--- config.mk ---
export PLATFORM = sky130hd
export DESIGN_NAME = redmule_dequant_scheduler
export DESIGN_NICKNAME = d
export VERILOG_FILES = /design/src/rtl/redmule_pkg.sv /design/src/rtl/redmule_done_join.sv /design/src/rtl/redmule_dequant_scheduler.sv
export SDC_FILE = /design/constraint.sdc
export NUM_CORES = 1
export LEC_CHECK = 0
export BUFFER_PORTS_ARGS = -buffer_cell sky130_fd_sc_hd__buf_2
export CAP_MARGIN = 20
export CORE_MARGIN = 3
export CORE_UTILIZATION = 52
export DETAILED_ROUTE_END_ITERATION = 10
export PLACE_DENSITY = 0.88
export REMOVE_ABC_BUFFERS = 1
export SLEW_MARGIN = 20
export SYNTH_ARGS = -nofsm -noshare
export SYNTH_HDL_FRONTEND = slang
export SYNTH_SLANG_ARGS = --single-unit
--- constraint.sdc ---
create_clock -name clk_i -period 4.4 [get_ports clk_i]
set_clock_uncertainty 0.15 [all_clocks]
set_input_delay 0.22 -clock clk_i [delete_from_list [all_inputs] [get_ports clk_i]]
set_output_delay 0.22 -clock clk_i [all_outputs]
set_load 0.05 [all_outputs]
--- src/rtl/redmule_pkg.sv ---
// Shared types and constants for the
// RedMulE dequantization scheduler.
package redmule_pkg;

  localparam int unsigned MEM_DW   = 32;
  localparam int unsigned DATA_W   = 288;
  localparam int unsigned NUM_BYTE = MEM_DW / 8;
  localparam int unsigned DQ_JMP   =
    NUM_BYTE * (DATA_W / MEM_DW - 1);

  typedef enum logic [2:0] {
    DQ_IDLE     = 3'd0,
    DQ_GID_REQ  = 3'd1,
    DQ_GID_WAIT = 3'd2,
    DQ_ZQ_REQ   = 3'd3,
    DQ_ZQ_WAIT  = 3'd4,
    DQ_NEXT     = 3'd5,
    DQ_FIN      = 3'd6
  } dequant_state_e;

endpackage

--- src/rtl/redmule_done_join.sv ---
// Joins two done pulses with sticky flags;
// flags are dropped whenever a new pair is issued.
module redmule_done_join (
  input  logic clk_i,
  input  logic rst_ni,
  input  logic clear_i,
  input  logic arm_i,
  input  logic en_i,
  input  logic a_i,
  input  logic b_i,
  output logic both_o
);

  logic a_q, a_d;
  logic b_q, b_d;

  // capture pulses only inside the wait window
  always_comb begin
    a_d = a_q | (en_i & a_i);
    b_d = b_q | (en_i & b_i);
    if (clear_i || arm_i) begin
      a_d = 1'b0;
      b_d = 1'b0;
    end
  end

  // flag registers
  always_ff @(posedge clk_i or negedge rst_ni) begin
    if (!rst_ni) begin
      a_q <= 1'b0;
      b_q <= 1'b0;
    end else begin
      a_q <= a_d;
      b_q <= b_d;
    end
  end

  assign both_o = en_i & (a_q | a_i) & (b_q | b_i);

endmodule

--- src/rtl/redmule_dequant_scheduler.sv ---
// Tile-by-tile sequencer for the GID, zeros
// and Wq dequant stream sources.
module redmule_dequant_scheduler
  import redmule_pkg::*;
#(
  parameter int unsigned AW  = 32,
  parameter int unsigned CW  = 16,
  parameter int unsigned JMP = DQ_JMP
) (
  input  logic          clk_i,
  input  logic          rst_ni,
  input  logic          clear_i,
  input  logic          start_i,
  input  logic [CW-1:0] n_tiles_i,
  input  logic [CW-1:0] gid_period_i,
  input  logic [AW-1:0] gid_base_i,
  input  logic [AW-1:0] zeros_base_i,
  input  logic [AW-1:0] wq_base_i,
  input  logic [AW-1:0] wq_stride_i,
  input  logic          gid_ready_i,
  input  logic          zeros_ready_i,
  input  logic          wq_ready_i,
  input  logic          gid_done_i,
  input  logic          zeros_done_i,
  input  logic          wq_done_i,
  output logic          gid_req_o,
  output logic          zeros_req_o,
  output logic          wq_req_o,
  output logic [AW-1:0] gid_addr_o,
  output logic [AW-1:0] zeros_addr_o,
  output logic [AW-1:0] wq_addr_o,
  output logic [CW-1:0] tile_idx_o,
  output logic          busy_o,
  output logic          done_o
);

  localparam logic [AW-1:0] JmpW = AW'(JMP);

  dequant_state_e state_q, state_d;
  logic [CW-1:0] tile_q, tile_d;
  logic [CW-1:0] n_q, n_d;
  logic [CW-1:0] per_q, per_d;
  logic [CW-1:0] sub_q, sub_d;
  logic [AW-1:0] gid_offs_q, gid_offs_d;
  logic [AW-1:0] zeros_offs_q, zeros_offs_d;
  logic [AW-1:0] wq_offs_q, wq_offs_d;
  logic gid_issue, zq_issue, zq_both;

  assign gid_issue = (state_q == DQ_GID_REQ)
                   & gid_ready_i;
  assign zq_issue  = (state_q == DQ_ZQ_REQ)
                   & zeros_ready_i & wq_ready_i;

  assign gid_req_o    = gid_issue;
  assign zeros_req_o  = zq_issue;
  assign wq_req_o     = zq_issue;
  assign gid_addr_o   = gid_base_i + gid_offs_q;
  assign zeros_addr_o = zeros_base_i + zeros_offs_q;
  assign wq_addr_o    = wq_base_i + wq_offs_q;
  assign tile_idx_o   = tile_q;
  assign busy_o       = (state_q != DQ_IDLE);
  assign done_o       = (state_q == DQ_FIN);

  redmule_done_join i_join (
    .clk_i  (clk_i),
    .rst_ni (rst_ni),
    .clear_i(clear_i),
    .arm_i  (zq_issue),
    .en_i   (state_q == DQ_ZQ_WAIT),
    .a_i    (zeros_done_i),
    .b_i    (wq_done_i),
    .both_o (zq_both)
  );

  // sweep sequencing and offset stepping
  always_comb begin
    state_d      = state_q;
    tile_d       = tile_q;
    n_d          = n_q;
    per_d        = per_q;
    sub_d        = sub_q;
    gid_offs_d   = gid_offs_q;
    zeros_offs_d = zeros_offs_q;
    wq_offs_d    = wq_offs_q;
    unique case (state_q)
      DQ_IDLE: if (start_i) begin
        n_d     = n_tiles_i;
        per_d   = (gid_period_i == '0) ?
                  CW'(1) : gid_period_i;
        state_d = (n_tiles_i == '0) ?
                  DQ_FIN : DQ_GID_REQ;
      end
      DQ_GID_REQ:
        if (gid_issue) state_d = DQ_GID_WAIT;
      DQ_GID_WAIT:
        if (gid_done_i) state_d = DQ_ZQ_REQ;
      DQ_ZQ_REQ:
        if (zq_issue) state_d = DQ_ZQ_WAIT;
      DQ_ZQ_WAIT:
        if (zq_both) state_d = DQ_NEXT;
      DQ_NEXT: begin
        if (tile_q == n_q - CW'(1)) begin
          state_d = DQ_FIN;
        end else begin
          tile_d       = tile_q + CW'(1);
          zeros_offs_d = zeros_offs_q + JmpW;
          wq_offs_d    = wq_offs_q + wq_stride_i;
          if (sub_q == per_q - CW'(1)) begin
            sub_d      = '0;
            gid_offs_d = gid_offs_q + JmpW;
            state_d    = DQ_GID_REQ;
          end else begin
            sub_d   = sub_q + CW'(1);
            state_d = DQ_ZQ_REQ;
          end
        end
      end
      DQ_FIN: begin
        tile_d       = '0;
        n_d          = '0;
        per_d        = '0;
        sub_d        = '0;
        gid_offs_d   = '0;
        zeros_offs_d = '0;
        wq_offs_d    = '0;
        state_d      = DQ_IDLE;
      end
      default: state_d = DQ_IDLE;
    endcase
    if (clear_i) begin
      tile_d       = '0;
      n_d          = '0;
      per_d        = '0;
      sub_d        = '0;
      gid_offs_d   = '0;
      zeros_offs_d = '0;
      wq_offs_d    = '0;
      state_d      = DQ_IDLE;
    end
  end

  // state and counter registers
  always_ff @(posedge clk_i or negedge rst_ni) begin
    if (!rst_ni) begin
      state_q      <= DQ_IDLE;
      tile_q       <= '0;
      n_q          <= '0;
      per_q        <= '0;
      sub_q        <= '0;
      gid_offs_q   <= '0;
      zeros_offs_q <= '0;
      wq_offs_q    <= '0;
    end else begin
      state_q      <= state_d;
      tile_q       <= tile_d;
      n_q          <= n_d;
      per_q        <= per_d;
      sub_q        <= sub_d;
      gid_offs_q   <= gid_offs_d;
      zeros_offs_q <= zeros_offs_d;
      wq_offs_q    <= wq_offs_d;
    end
  end

endmodule

==> impl_metrics.tcl <==
set metrics [dict create \
    synth.distinct_cells 74 \
    grt_pass1_wl_um 58200 \
    sw_frac_of_total_pct 37.1 \
    multi_input_area_mm2 0.00895 \
    core_area_mm2 0.0246 \
    finalHoldViolations 0 \
    seq_power_share_pct 35.3 \
    combPwrFrac_pct 32.1 \
    final_core_utilization_pct 64.4 \
    drc 0 \
    synth_area_mm2 0.0132 \
    post-cts-setup-buffers 0 \
    rows 57 \
    tritoncts "yes" \
    max_stage_delay_ps 410 \
    clockBufferDepth 2 \
    crit_chain "ha_1 -> inv_1 -> fa_1 -> nor2b_1 -> o21ai_1 -> a21oi_1 -> o311a_1 -> o2111ai_1 -> a31oi_1 -> nor4_2 -> o41ai_1 -> a21oi_1 -> xnor2_1 -> buf_2" \
    stdcell_count 2200 \
    final_common_cell "buf_2" \
    outcome "complete, no violations" \
    path_class "flip-flop to output port" \
    tightest_slew_ps 921 \
    period_share_pct 97.2 \
    syn_area_per_cell_um2 8.32 \
    timing.max_cap.violations 0 \
    fillers 2016 \
    crit_family "compound AO/OA/AOI/OAI gates" \
    die_w_um 165 \
    critPathBufInv 2 \
    register_area_mm2 0.00388 \
    fmax_ghz 0.234 \
    max-slew-margin-rel_pct 38.5 \
    worstPathRequired_ps 4030 \
    final_cell_mix "buf_2, nor2_1, dfrtp_1" \
    dp.cells 2125 \
    ys_ff_latch 155 \
    ant_nets 0 \
    final_nets 2150 \
    die_area_mm2 0.0273 \
    htree_levels 4 \
    port_buffers 266 \
    netlist_instances 1587 \
    cts_buffers 17 \
    path_common_cell "a21oi_1" \
    power_density_mw_per_mm2 296 \
    vias 13000 \
    wl_per_cell_um 16.5 \
    place.gp.congestion 0.908 \
    drtIter0Drc 1037 \
    post-dp-hpwl_um 26600 \
    synth_warnings 0 \
    die_height_um 165 \
    initial_utilization_pct 53.7 \
    via_per_inst 5.90 \
    slew_viol_final 0 \
    synthFlopType "dfrtp_1" \
    cts-root-buf "clkbuf_16" \
    dr.pass1.iters 5 \
    layout_min_cycle_time_ps 4280 \
    drive_gt1_share_pct 18.4 \
    wl_um 36300 \
    critPathArrivalTime_ps 3910 \
    clk_latency_ps 430 \
    tns_ps 0 \
    cp_max_fo 3 \
    setup_viol_count_final 0 \
    hold_path.class "input port to flip-flop" \
    grt_overflow 0 \
    grtUsageTotal_pct 25.8 \
    clock_sinks 155 \
    clkTransAtPathRegs_ps 70 \
    irDropWorstVdd_uv 197 \
    switchingPower_w 0.00174 \
    synth_edf_count 0 \
    cp-end-kind "output port" \
    grt_antenna_before_repair 6 \
    syn_to_final_growth_pct 20.0 \
    async_flop_share_pct 100 \
    cp-start-kind "flip-flop" \
    ys_seq_area_share_pct 29.4 \
    leakage_nw 7.74 \
    slowest_stage "o41ai_1" \
    pwr-share-clk_pct 32.6 \
    rsz0062_at_grt "false" \
    ios 287 \
    grt_pass1_vias 12400 \
    p_int_w 0.00295 \
    grt_max_degree 95 \
]
## routing by layer
layer	vias up	track usage, %	share of wire, %
li1	6266	-	-
met1	6097	32.4	43
met4	0	9.75	2.9
met5	-	0	0
met3	97	3.99	6.3
met2	523	44.8	48
## path summary, 6_finish.rpt
kind                                 from             end  slack [ps]  cells after the start
setup / recovery             wq_offs_q[0]   wq_addr_o[30]         120                     14
hold / removal             wq_stride_i[0]    wq_offs_q[0]          20                      4
setup reg to reg                 per_q[3]  gid_offs_q[28]         230                     11
hold reg to reg                 per_q[15]       per_q[15]         360                      2
max in group asynchronous          rst_ni        per_q[5]        3000                      3
min in group asynchronous          rst_ni   wq_offs_q[23]         180                      2
## what timing repair did
item / CTS / global route
resized for setup: 0 / 8
setup endpoints to repair: 0 / 6
endpoints found under the hold margin: 95 / 0
hold buffers: 37 / 0
## area by class of cell
type | instances | share of cell area (%)
multi-input combinational | 1328 | 56.5
sequential | 155 | 24.5
timing repair buffer | 323 | 11.9
clock buffer | 18 | 2.71
tap | 324 | 2.56
clock inverter | 13 | 1.06
inverter | 33 | 0.782
antenna | 6 | 0.0948
## registers in the layout (all words and copies together), names as in the netlist
register and cells:
state_q 3, wq_offs_q 32, tile_idx_o 16, per_q 16, i_join.b_q 1, i_join.a_q 1, sub_q 16, zeros_offs_q 27
gid_offs_q 27, n_q 16
## synthesized netlist by cell type, types with 19 or more instances
master / number / area share [%]
a211oi_1: 24 / 1.4
a21o_1: 36 / 2.0
a21oi_1: 86 / 3.3
and3_1: 31 / 1.5
clkbuf_1: 54 / 1.5
dfrtp_1: 155 / 29
ha_1: 120 / 11
inv_1: 33 / 0.94
mux2i_1: 23 / 1.7
nand2_1: 144 / 4.1
nand3_1: 55 / 2.1
nand4_1: 40 / 1.9
nor2_1: 188 / 5.3
nor2b_1: 19 / 0.90
nor3_1: 47 / 1.8
nor4_1: 20 / 0.95
o21a_1: 24 / 1.4
o21ai_0: 82 / 3.1
or3_1: 19 / 0.90
xnor2_1: 102 / 6.8
xor2_1: 95 / 6.3
## metrics by stage
stage | instance area (um2) | hold WS (ps) | power (W) | setup WS (ps)
2_1_floorplan | 12900 | -226 | 0.00267 | -2090
3_3_place_gp | 14800 | 87.3 | 0.00305 | 383
3_5_place_dp | 14800 | 89.0 | 0.00310 | 249
4_1_cts | 15800 | 13.0 | 0.00466 | 62.8
5_1_grt | 15800 | 55.6 | 0.00492 | 34.2
6_report | 15800 | 19.1 | 0.00469 | 123
## power by group through the flow
stage	clock [W]	combinational (W)	sequential, W
floorplan	0	0.00104	0.00163
global placement	0	0.00139	0.00166
detailed placement	0	0.00143	0.00167
CTS	0.00155	0.00146	0.00164
global route	0.00161	0.00163	0.00167
finish	0.00153	0.00150	0.00166
## worst reg2reg max path, delay by kind of cell, from the launching register on
family | cells | cell delay, ps
DFF | 1 | 460
and+or+nand+nor | 6 | 2440
AOI/OAI and AO/OA | 3 | 570
buffers and inverters | 1 | 280
xor gates and xnor gates | 1 | 160
## cell families (layout without fill, tap and decap cells)
family	Yosys count	count (layout)	share of synthesized area, %
AO/OA/AOI/OAI	355	355	17.4
XOR/XNOR	198	198	13.2
adder cells (fa/ha/maj)	122	122	11.7
buffers and inverters	104	387	3.33
flip-flops	155	155	29.4
multiplexers	24	24	1.83
other	0	6	0
AND/OR/NAND/NOR	629	629	23.1
No activity file was read; power rests on OpenSTA's default activity.
